File: src/rtl/pinmux_ctl.sv
// pinmux_ctl: memory-mapped pad multiplexer. Per-pin function select,
// output inversion and force-input; 2-flop input synchronisers feeding a
// per-pin glitch filter with a shared length; sticky rising-edge flags and a
// write-once configuration lock.
//
// Bus strobes: mem_we and mem_re are single-cycle qualifiers with no
// back-pressure. A write commits on the rising edge where mem_we is high. A
// read returns mem_rdata combinationally in the same cycle that mem_re is high.
// That data reflects register state before the coming edge.
module pinmux_ctl #(
  parameter logic [31:0]           PINMUX_BASE_ADDR = 32'h40006000,
  parameter int                    NUM_PINS         = 8,
  parameter int                    NUM_FUNC         = 4,
  parameter int                    FILT_W           = 4,
  parameter logic [NUM_PINS*4-1:0] RESET_SEL        = '0
) (
  input  logic                         clk,
  input  logic                         rst_n,
  input  logic [31:0]                  mem_addr,
  input  logic [31:0]                  mem_wdata,
  input  logic                         mem_we,
  input  logic                         mem_re,
  output logic [31:0]                  mem_rdata,
  input  logic [NUM_PINS*NUM_FUNC-1:0] func_out,
  input  logic [NUM_PINS*NUM_FUNC-1:0] func_oe,
  input  logic [NUM_PINS-1:0]          pad_in,
  output logic [NUM_PINS-1:0]          pad_out,
  output logic [NUM_PINS-1:0]          pad_oe,
  output logic [NUM_PINS-1:0]          pin_in
);

  localparam logic [5:0] OFF_FILT = 6'h10;
  localparam logic [5:0] OFF_IN   = 6'h11;
  localparam logic [5:0] OFF_EDGE = 6'h12;
  localparam logic [5:0] OFF_LOCK = 6'h13;

  // Configuration state
  logic [3:0]          r_sel [NUM_PINS];
  logic [NUM_PINS-1:0] r_force;
  logic [NUM_PINS-1:0] r_inv;
  logic [FILT_W-1:0]   r_filt_n;
  logic                r_lock;
  logic [NUM_PINS-1:0] r_edge;

  // Input path state
  logic [NUM_PINS-1:0] r_s1;
  logic [NUM_PINS-1:0] r_s2;
  logic [NUM_PINS-1:0] r_filt;
  logic [FILT_W-1:0]   r_cnt [NUM_PINS];

  // Decode and next-state wires
  logic                w_hit;
  logic [5:0]          w_off;
  logic                w_wr;
  logic                w_cfg_wr_ok;
  logic                w_filt_wr;
  logic                w_lock_wr;
  logic [NUM_PINS-1:0] w_edge_clr;
  logic [NUM_PINS-1:0] w_filt_nxt;
  logic [FILT_W-1:0]   w_cnt_nxt [NUM_PINS];
  logic [NUM_PINS-1:0] w_rise;
  logic [NUM_PINS-1:0] w_pad_out;
  logic [NUM_PINS-1:0] w_pad_oe;
  logic [31:0]         w_rdata;
  logic                w_unused;

  assign w_hit       = (mem_addr[31:8] == PINMUX_BASE_ADDR[31:8]);
  assign w_off       = mem_addr[7:2];
  assign w_wr        = mem_we & w_hit;
  // CFG and FILT are frozen once the lock bit is set
  assign w_cfg_wr_ok = w_wr & ~r_lock;
  assign w_filt_wr   = w_cfg_wr_ok & (w_off == OFF_FILT);
  assign w_lock_wr   = w_wr & (w_off == OFF_LOCK) & (mem_wdata == 32'h0000_00A5);
  assign w_edge_clr  = (w_wr && (w_off == OFF_EDGE)) ? mem_wdata[NUM_PINS-1:0] : '0;
  assign w_rise      = w_filt_nxt & ~r_filt;
  // Byte-lane address bits carry no meaning for word registers
  assign w_unused    = &{1'b0, mem_addr[1:0]};

  // Per-pin CFG registers: select, force-input and inversion
  always_ff @(posedge clk) begin
    for (int p = 0; p < NUM_PINS; p++) begin
      if (!rst_n) begin
        r_sel[p]   <= RESET_SEL[4*p +: 4];
        r_force[p] <= 1'b0;
        r_inv[p]   <= 1'b0;
      end else if (w_cfg_wr_ok && (w_off == 6'(p))) begin
        r_sel[p]   <= mem_wdata[3:0];
        r_force[p] <= mem_wdata[8];
        r_inv[p]   <= mem_wdata[9];
      end
    end
  end

  // Filter length, lock bit and sticky edge flags (a new set beats a clear)
  always_ff @(posedge clk) begin
    if (!rst_n) begin
      r_filt_n <= '0;
      r_lock   <= 1'b0;
      r_edge   <= '0;
    end else begin
      if (w_filt_wr) r_filt_n <= mem_wdata[FILT_W-1:0];
      if (w_lock_wr) r_lock   <= 1'b1;
      r_edge <= (r_edge & ~w_edge_clr) | w_rise;
    end
  end

  // Glitch filter next state: the filtered level follows s2 only after s2 has
  // differed from it for N+1 consecutive samples; a FILT write restarts counts
  always_comb begin
    for (int p = 0; p < NUM_PINS; p++) begin
      w_filt_nxt[p] = r_filt[p];
      w_cnt_nxt[p]  = '0;
      if (r_s2[p] != r_filt[p]) begin
        if (r_cnt[p] == r_filt_n) w_filt_nxt[p] = r_s2[p];
        else                      w_cnt_nxt[p]  = r_cnt[p] + 1'b1;
      end
      if (w_filt_wr) w_cnt_nxt[p] = '0;
    end
  end

  // Synchroniser flops and filter state
  always_ff @(posedge clk) begin
    if (!rst_n) begin
      r_s1   <= '0;
      r_s2   <= '0;
      r_filt <= '0;
      for (int p = 0; p < NUM_PINS; p++) r_cnt[p] <= '0;
    end else begin
      r_s1   <= pad_in;
      r_s2   <= r_s1;
      r_filt <= w_filt_nxt;
      for (int p = 0; p < NUM_PINS; p++) r_cnt[p] <= w_cnt_nxt[p];
    end
  end

  // Output mux: only selects below NUM_FUNC match, others leave the pad idle
  always_comb begin
    w_pad_out = '0;
    w_pad_oe  = '0;
    for (int p = 0; p < NUM_PINS; p++) begin
      for (int f = 0; f < NUM_FUNC; f++) begin
        if (r_sel[p] == 4'(f)) begin
          w_pad_out[p] = func_out[p*NUM_FUNC + f] ^ r_inv[p];
          w_pad_oe[p]  = func_oe[p*NUM_FUNC + f] & ~r_force[p];
        end
      end
    end
  end

  // Read mux: zero unless a strobed hit on a mapped offset
  always_comb begin
    w_rdata = '0;
    if (mem_re && w_hit) begin
      for (int p = 0; p < NUM_PINS; p++) begin
        if (w_off == 6'(p)) begin
          w_rdata[3:0] = r_sel[p];
          w_rdata[8]   = r_force[p];
          w_rdata[9]   = r_inv[p];
        end
      end
      case (w_off)
        OFF_FILT: w_rdata[FILT_W-1:0]   = r_filt_n;
        OFF_IN:   w_rdata[NUM_PINS-1:0] = r_filt;
        OFF_EDGE: w_rdata[NUM_PINS-1:0] = r_edge;
        OFF_LOCK: w_rdata[0]            = r_lock;
        default:  ;
      endcase
    end
  end

  assign mem_rdata = w_rdata;
  assign pad_out   = w_pad_out;
  assign pad_oe    = w_pad_oe;
  assign pin_in    = r_filt;

endmodule

File: config.mk
export PLATFORM = sky130hd
export DESIGN_NAME = pinmux_ctl
export DESIGN_NICKNAME = d
export VERILOG_FILES = /design/src/rtl/pinmux_ctl.sv
export SDC_FILE = /design/constraint.sdc
export NUM_CORES = 1
export LEC_CHECK = 0
export BUFFER_PORTS_ARGS = -buffer_cell sky130_fd_sc_hd__clkbuf_2
export CAP_MARGIN = 20
export CORE_MARGIN = 4
export CORE_UTILIZATION = 35
export CTS_CLUSTER_SIZE = 24
export DETAILED_ROUTE_END_ITERATION = 7
export HOLD_SLACK_MARGIN = 0.15
export PLACE_DENSITY_LB_ADDON = 0.2
export SETUP_SLACK_MARGIN = 0.05
export SYNTH_ARGS = -nofsm -noshare
export SYNTH_HDL_FRONTEND = slang
export SYNTH_SLANG_ARGS = --single-unit
File: constraint.sdc
create_clock -name clk -period 2.55 [get_ports clk]
set_input_delay 0.255 -clock clk [delete_from_list [all_inputs] [get_ports clk]]
set_output_delay 0.255 -clock clk [all_outputs]
set_load 0.02 [all_outputs]
==> flow_summary_export.csv, run 1 <==
group,metric,value,unit
status,status,"finished clean",
clock_tree,clock_sinks,117,
flow_run,cap_violations,0,
floorplan,die_h,147,µm
place,gp_congestion,0.800,
worst_hold_path,hold_path.class,"in -> reg",
clock_tree,ctsResizeCount,0,
setup_path,r2r_start,"r_lock",
clock_tree,htree_num_levels,4,
power,power_density,546,mW/mm²
route,dr.pass1.iters,5,
logic_synthesis,yosys_register_bits,117,
setup_path,cp-end-kind,"primary output",
grt,antenna_found_initial,0,
logic_synthesis,synth_area,0.00673,mm²
timing,tns,0,ps
power,swShare,23.4,%
floorplan,die_w,147,µm
logic_synthesis,synth_cells,691,
power,vdd_drop_max,0.494,mV
final_layout,layout_common_cells,"clkbuf_2, dfxtp_1, nor2_1",
setup_path,timing.critical_path.buf_inv,1,
route,vias,5853,
final_layout,nFillCells,1847,
grt,grt_pass1_wl,30900,µm
timing,rsz0062_at_grt,"no",
timing,worst_pin_slew,657,ps
floorplan,initial_core_util,35.7,%
logic_synthesis,async_reset_ff_share,0,%
setup_path,cp.required,2300,ps
setup_path,r2r_slack,690,ps
timing,slew-limit-headroom,55.8,%
final_layout,area_delta_synth_final,26.7,%
floorplan,core_area,0.0188,mm²
clock_tree,cts_buffers,17,
grt,track_usage,18.1,%
place,port_buffers,171,
power,p_leak,3.60,nW
power,netSwitchingPower,1.09,mW
route,viasPerCell,5.10,
route,wire_per_inst,16.6,µm
clock_tree,root_buffer,"clkbuf_16",
final_layout,multi_input_area,0.00377,mm²
route,drc,0,
logic_synthesis,synth-edff-count,32,
logic_synthesis,avgSynthCellArea,9.74,µm²
setup_path,path_max_fanout,10,
worst_hold_path,hold_end,"r_filt_n[2]",
power,p_comb_share,10.3,%
setup_path,reg2reg_to,"r_cnt[0][2]",
clock_tree,clk_path_buf_depth,2,
timing,finalHoldViolations,0,
setup_path,worstPathArrival,2080,ps
final_layout,fin_util,45.3,%
floorplan,io_pins,196,
grt,grt_max_degree,43,
power,power_frac_clock,46.5,%
route,drtIter0Drc,375,
setup_path,max_stage_delay,560,ps
final_layout,drive_gt1_share,29.7,%
final_layout,final_common_cell,"clkbuf_2",
worst_hold_path,hold_depth,3,
timing,holdWs,169,ps
final_layout,nNetsFinal,1026,
worst_hold_path,min_from,"mem_wdata[2]",
timing,fin_crit_sh,91.4,%
grt,gr-total-overflow,0,
floorplan,dieArea,0.0215,mm²
power,p_seq_share,43.2,%
timing,drv_slew,0,
timing,fmax,429,MHz
route,drt_wl_total,19000,µm
power,intPower,3.57,mW
power,total_power,4.66,mW
setup_path,critPathLaunchType,"register",
clock_tree,clk_latency,410,ps
setup_path,crit_type,"reg -> out",
floorplan,rows,50,
grt,grt_pass1_vias,5892,
clock_tree,tritoncts,"done",
setup_path,crit_path_top_delay_cell,"dfxtp_1",
final_layout,antenna_cells,0,
route,ant_nets,0,
logic_synthesis,ys.flop_type,"dfxtp_1",
setup_path,critPathTopFamily,"compound AO/OA/AOI/OAI gates",
final_layout,seqCellArea,0.00266,mm²
logic_synthesis,ys_warn_count,0,
timing,setup_violations,0,
logic_synthesis,ys_seq_area_share,39.6,%
clock_tree,post_cts_buffers,0,
place,dpl.hpwl,14700,µm
logic_synthesis,synth_cell_type_count,56,
clock_tree,cts_hold_buf,10,
clock_tree,clkTransAtPathRegs,50,ps
setup_path,r2r_cells,5,
timing,fin_crit,2330,ps
timing,finalClockSkew,7.22,ps
setup_path,path_cells,"mux2i_1, a211oi_1, a21oi_1, a221oi_1, clkbuf_2",
==> per-layer routing <==
| metal | GRT usage, % | vias to the layer above | routed length (µm) |
|---|---|---|---|
| met2 | 29.2 | 205 | 8750 |
| met5 | 0 | - | 0 |
| met3 | 3.79 | 24 | 1150 |
| met4 | 5.69 | 0 | 279 |
| met1 | 24.3 | 2752 | 8850 |
| li1 | - | 2872 | - |
==> sequential cells by signal, summed over array words and instances (netlist names) <==
name	flops
r_cnt	32
r_filt_n	4
r_lock	1
r_sel	32
r_inv	8
r_force	8
r_s1	8
r_s2	8
r_edge	8
pin_in	8
==> final cells by class <==
class	count	area share [%]
tap	260	3.82
sequential	117	31.2
clock buffer	25	6.06
timing repair buffer	208	13.9
multi-input combinational	523	44.3
clock inverter	4	0.235
inverter	11	0.484
==> per-stage QoR <==
step           instance area, µm²  setup WS, ps  std cells
4_1_cts                      8520           227       1148
5_1_grt                      8520           111       1148
3_5_place_dp                 7890           255       1109
2_1_floorplan                6810           492        712
6_report                     8520           220       1148
3_3_place_gp                 7890           280       1109
==> how the worst max path moves through the flow <==
stage	from	end	slack (ps)	depth (start not counted)
finish	r_inv[7]	mem_rdata[9]	220	5
CTS	r_sel[0][4]	pad_out[1]	230	5
detailed placement	mem_addr[9]	mem_rdata[6]	260	7
global route	r_sel[1][12]	pad_out[7]	110	5
floorplan	mem_addr[7]	mem_rdata[2]	490	5
global placement	mem_addr[27]	mem_rdata[6]	280	7
==> logic make-up (layout without fill, tap and decap cells) <==
kind of cell               after synthesis  count (layout)  synth area share, %
DFF                                    117             117                 39.6
AOI/OAI and AO/OA                       78              78                 8.37
buffers and inverters                   72             248                 5.64
adders and majority gates                8               8                 1.49
muxes                                   56              56                 11.8
other                                    1              22               0.0557
xor gates and xnor gates                61              61                 7.94
and+or+nand+nor                        298             298                 25.1
==> synth_stat cells (5+ instances only) <==
library cell  number  area [µm²]
o211ai_1          10        75.1
clkbuf_1          18        67.6
nor2b_1           17         106
mux2i_1           32         320
dfxtp_1           85        1700
nand2_1           44         165
a21oi_1            7        35.0
and3_1             5        31.3
nand2b_1          13        81.3
buf_4             22         165
a22oi_1            5        37.5
o2111ai_1          6        52.6
a221oi_1           5        43.8
o21ai_1           10        50.1
xnor2_1           13         114
buf_2             21         105
nor3_1            48         240
and2_1            18         113
edfxtp_1          32         961
mux4_2            18         405
nand3_1           29         145
nand4_1           14        87.6
mux2_2             6        67.6
xor2_1            48         420
a32o_1             8        80.1
nand3b_1           5        37.5
nor4b_1           10        87.6
nor4_1            15        93.8
nor2_1            51         191
ha_1               8         100
inv_1             11        41.3
o21ai_0            8        40.0
==> power by group through the flow <==
stage,logic (mW),registers [mW],clock network [mW]
after floorplan,0.295,2.03,0
after global placement,0.465,2.05,0
after detailed placement,0.468,2.05,0
after CTS,0.482,2.01,2.20
after global routing,0.526,2.02,2.27
final,0.480,2.01,2.17
==> worst reg2reg max path: cells and delay by family, from the launching register on <==
family	cells	cell delay, ps
buf+inv	1	210
simple gates	3	950
compound gates	1	250
flops	1	330
No activity file was read; power rests on OpenSTA's default activity.
==> inputs of run 2 (changes only) <==
--- a/config.mk
+++ b/config.mk
@@ -5,10 +5,11 @@
 export SDC_FILE = /design/constraint.sdc
 export NUM_CORES = 1
 export LEC_CHECK = 0
+export ABC_AREA = 1
 export BUFFER_PORTS_ARGS = -buffer_cell sky130_fd_sc_hd__clkbuf_2
 export CAP_MARGIN = 20
 export CORE_MARGIN = 4
-export CORE_UTILIZATION = 35
+export CORE_UTILIZATION = 53
 export CTS_CLUSTER_SIZE = 24
 export DETAILED_ROUTE_END_ITERATION = 7
 export HOLD_SLACK_MARGIN = 0.15
==> flow_summary_export.csv, run 2 <==
group,metric,value,unit
logic_synthesis,synth_area_leaders,"dfxtp_1, edfxtp_1, nand2_1",
logic_synthesis,ys_top_cells_by_count,"nand2_1, nor2_1, inv_1, dfxtp_1, nand3_1",
timing,fin_crit,2270,ps
logic_synthesis,synth_cell_type_count,45,
final_layout,area_delta_synth_final,23.3,%
grt,use_met2,45.3,%
place,port_buffers,171,
logic_synthesis,synth_area_leader_cell,"dfxtp_1",
setup_path,crit_type,"in -> out",
grt,grt_use_met1,30.4,%
clock_tree,root_buffer,"clkbuf_16",
flow_run,cap_violations,0,
logic_synthesis,synth_cells,943,
place,dp_slack,350,ps
logic_synthesis,synth-edff-count,32,
route,drt_wl_total,18700,µm
worst_hold_path,hold_path.class,"in -> reg",
clock_tree,clk_latency,410,ps
logic_synthesis,synth_area,0.00703,mm²
floorplan,die_h,123,µm
status,status,"finished clean",
route,ant_nets,0,
clock_tree,cts_hold_buf,16,
logic_synthesis,avgSynthCellArea,7.45,µm²
final_layout,final_common_cell,"nand2_1",
floorplan,rows,41,
grt,grt_max_degree,46,
setup_path,max_stage_delay,300,ps
route,drtIter0Drc,418,
timing,fmax,441,MHz
final_layout,nNetsFinal,1275,
route,drc,0,
setup_path,crit_path_top_delay_cell,"nor2_4",
timing,rsz0062_at_grt,"no",
grt,globalRouteMet3Util,6.08,%
route,vias,6748,
setup_path,critPathLaunchType,"input pin",
timing,setup_slack,284,ps
logic_synthesis,async_reset_ff_share,0,%
setup_path,cp-end-kind,"primary output",
setup_path,worstPathArrival,2010,ps
logic_synthesis,yosys_register_bits,117,
clock_tree,ctsResizeCount,0,
place,dpl.hpwl,14000,µm
final_layout,top_regs,"r_cnt (32), r_sel (32)",
floorplan,io_pins,196,
timing,fin_crit_sh,88.9,%
clock_tree,htree_num_levels,4,
timing,tns,0,ps
grt,grt_pass1_wl,30400,µm
logic_synthesis,yosysMostFrequentCell,"nand2_1",
final_layout,layout_common_cells,"nand2_1, clkbuf_2, nor2_1",
clock_tree,clk_path_buf_depth,2,
logic_synthesis,ys_warn_count,0,
grt,grt_pass1_vias,6482,
floorplan,die_w,123,µm
setup_path,path_cells,"clkbuf_2, nor2_4, inv_2, nor2_4, nand2_1, inv_2, nand2_1, o211ai_1, o21ai_0, nor2_1, clkbuf_2",
logic_synthesis,ys.flop_type,"dfxtp_1",
setup_path,timing.critical_path.buf_inv,4,
setup_path,critPathTopFamily,"simple AND/OR/NAND/NOR gates",
route,dr.pass1.iters,5,
floorplan,core_area,0.0128,mm²
power,vdd_drop_max,0.500,mV
timing,finalHoldViolations,0,
route,viasPerCell,5.14,
place,gp_congestion,0.830,
grt,gr-total-overflow,0,
clock_tree,clkTransAtPathRegs,50,ps
grt,track_usage,25.5,%
power,power_density,543,mW/mm²
clock_tree,cts_buffers,17,
final_layout,drive_gt1_share,22.2,%
floorplan,initial_core_util,54.8,%
timing,finalClockSkew,8.09,ps
clock_tree,post_cts_buffers,0,
route,wire_per_inst,14.2,µm
setup_path,path_max_fanout,14,
final_layout,antenna_cells,0,
grt,antenna_found_initial,0,
logic_synthesis,synthDominantCellAreaShare,24.2,%
clock_tree,clock_sinks,117,
logic_synthesis,ys_seq_area_share,37.9,%
grt,busiest_layer,"met2",
power,p_leak,4.24,nW
clock_tree,tritoncts,"done",
timing,setup_violations,0,
timing,drv_slew,0,
setup_path,cp.required,2300,ps
floorplan,dieArea,0.0152,mm²
run 2: cell count changes after synthesis, sizes merged, moves of 17 or more:
cell | previous run | this run
nand3 | 29 | 77
mux4 | 18 | 0
nand2 | 46 | 183
a21oi | 7 | 26
mux2i | 32 | 1
nand4 | 14 | 58
inv | 11 | 93
nor2 | 51 | 171
nor2b | 17 | 0
and2 | 18 | 0
nor3 | 51 | 15
run 2: layout make-up:
type                    instances  area, µm²
clock buffers                  20        489
well taps                     172        215
repair buffers                198       1110
clock inverters                12       85.1
fillers                      1100       4160
inverters                      94        353
multi-input cells             699       3750
flip-flops and latches        117       2660
run 2: worst register-to-register path, stage by stage, from the launching register on:
cell and delay (ps):
dfxtp_1 350, inv_1 360, nand4_4 380, nand4_1 300, nor2_1 60
run 2: logic make-up (layout without fill, tap and decap cells):
| kind of cell | after synthesis | count (layout) | synth area share, % |
|---|---|---|---|
| AOI/OAI and AO/OA | 65 | 65 | 5.70 |
| xor gates and xnor gates | 81 | 81 | 10.1 |
| adders and majority gates | 8 | 8 | 1.42 |
| buffers and inverters | 148 | 324 | 9.85 |
| DFF | 117 | 117 | 37.9 |
| muxes | 1 | 1 | 0.142 |
| other | 1 | 22 | 0.0534 |
| and+or+nand+nor | 522 | 522 | 34.8 |
run 2: path summary, 6_finish.rpt:
path / startpoint / to / slack, ps / cells after the start
worst max-delay path: mem_addr[5] / mem_rdata[0] / 280 / 11
worst min-delay path: mem_wdata[20] / r_lock / 240 / 6
worst max register to register: r_lock / r_cnt[0][8] / 980 / 4
worst min register to register: r_s1[2] / r_s2[2] / 410 / 2
run 2: report_power, final:
group / leakage [nW] / total, mW / internal, mW / switching (mW)
Sequential: 1.02 / 1.98 / 1.95 / 0.0299
Clock: 0.289 / 2.28 / 1.39 / 0.889
Combinational: 2.93 / 0.444 / 0.176 / 0.268
Total: 4.24 / 4.70 / 3.51 / 1.19
run 2: metrics by stage:
step | utilization [%] | hold WS (ps) | power [mW] | instances | instance area [µm²]
after floorplan | - | 353 | 2.27 | 964 | 7110
after global placement | 61.9 | 397 | 2.43 | 1264 | 7930
after detailed placement | 61.9 | 398 | 2.44 | 1264 | 7930
after CTS | 67.6 | 233 | 4.72 | 1312 | 8670
after global routing | 67.6 | 247 | 4.87 | 1312 | 8670
final | 67.6 | 244 | 4.70 | 1312 | 8670
run 2: layer usage:
metal  vias up  part of all wire, %
li1       3434                    -
met1      3098                   42
met2       180                   50
met5         -                    0
met4         0                  2.4
met3        36                  5.8
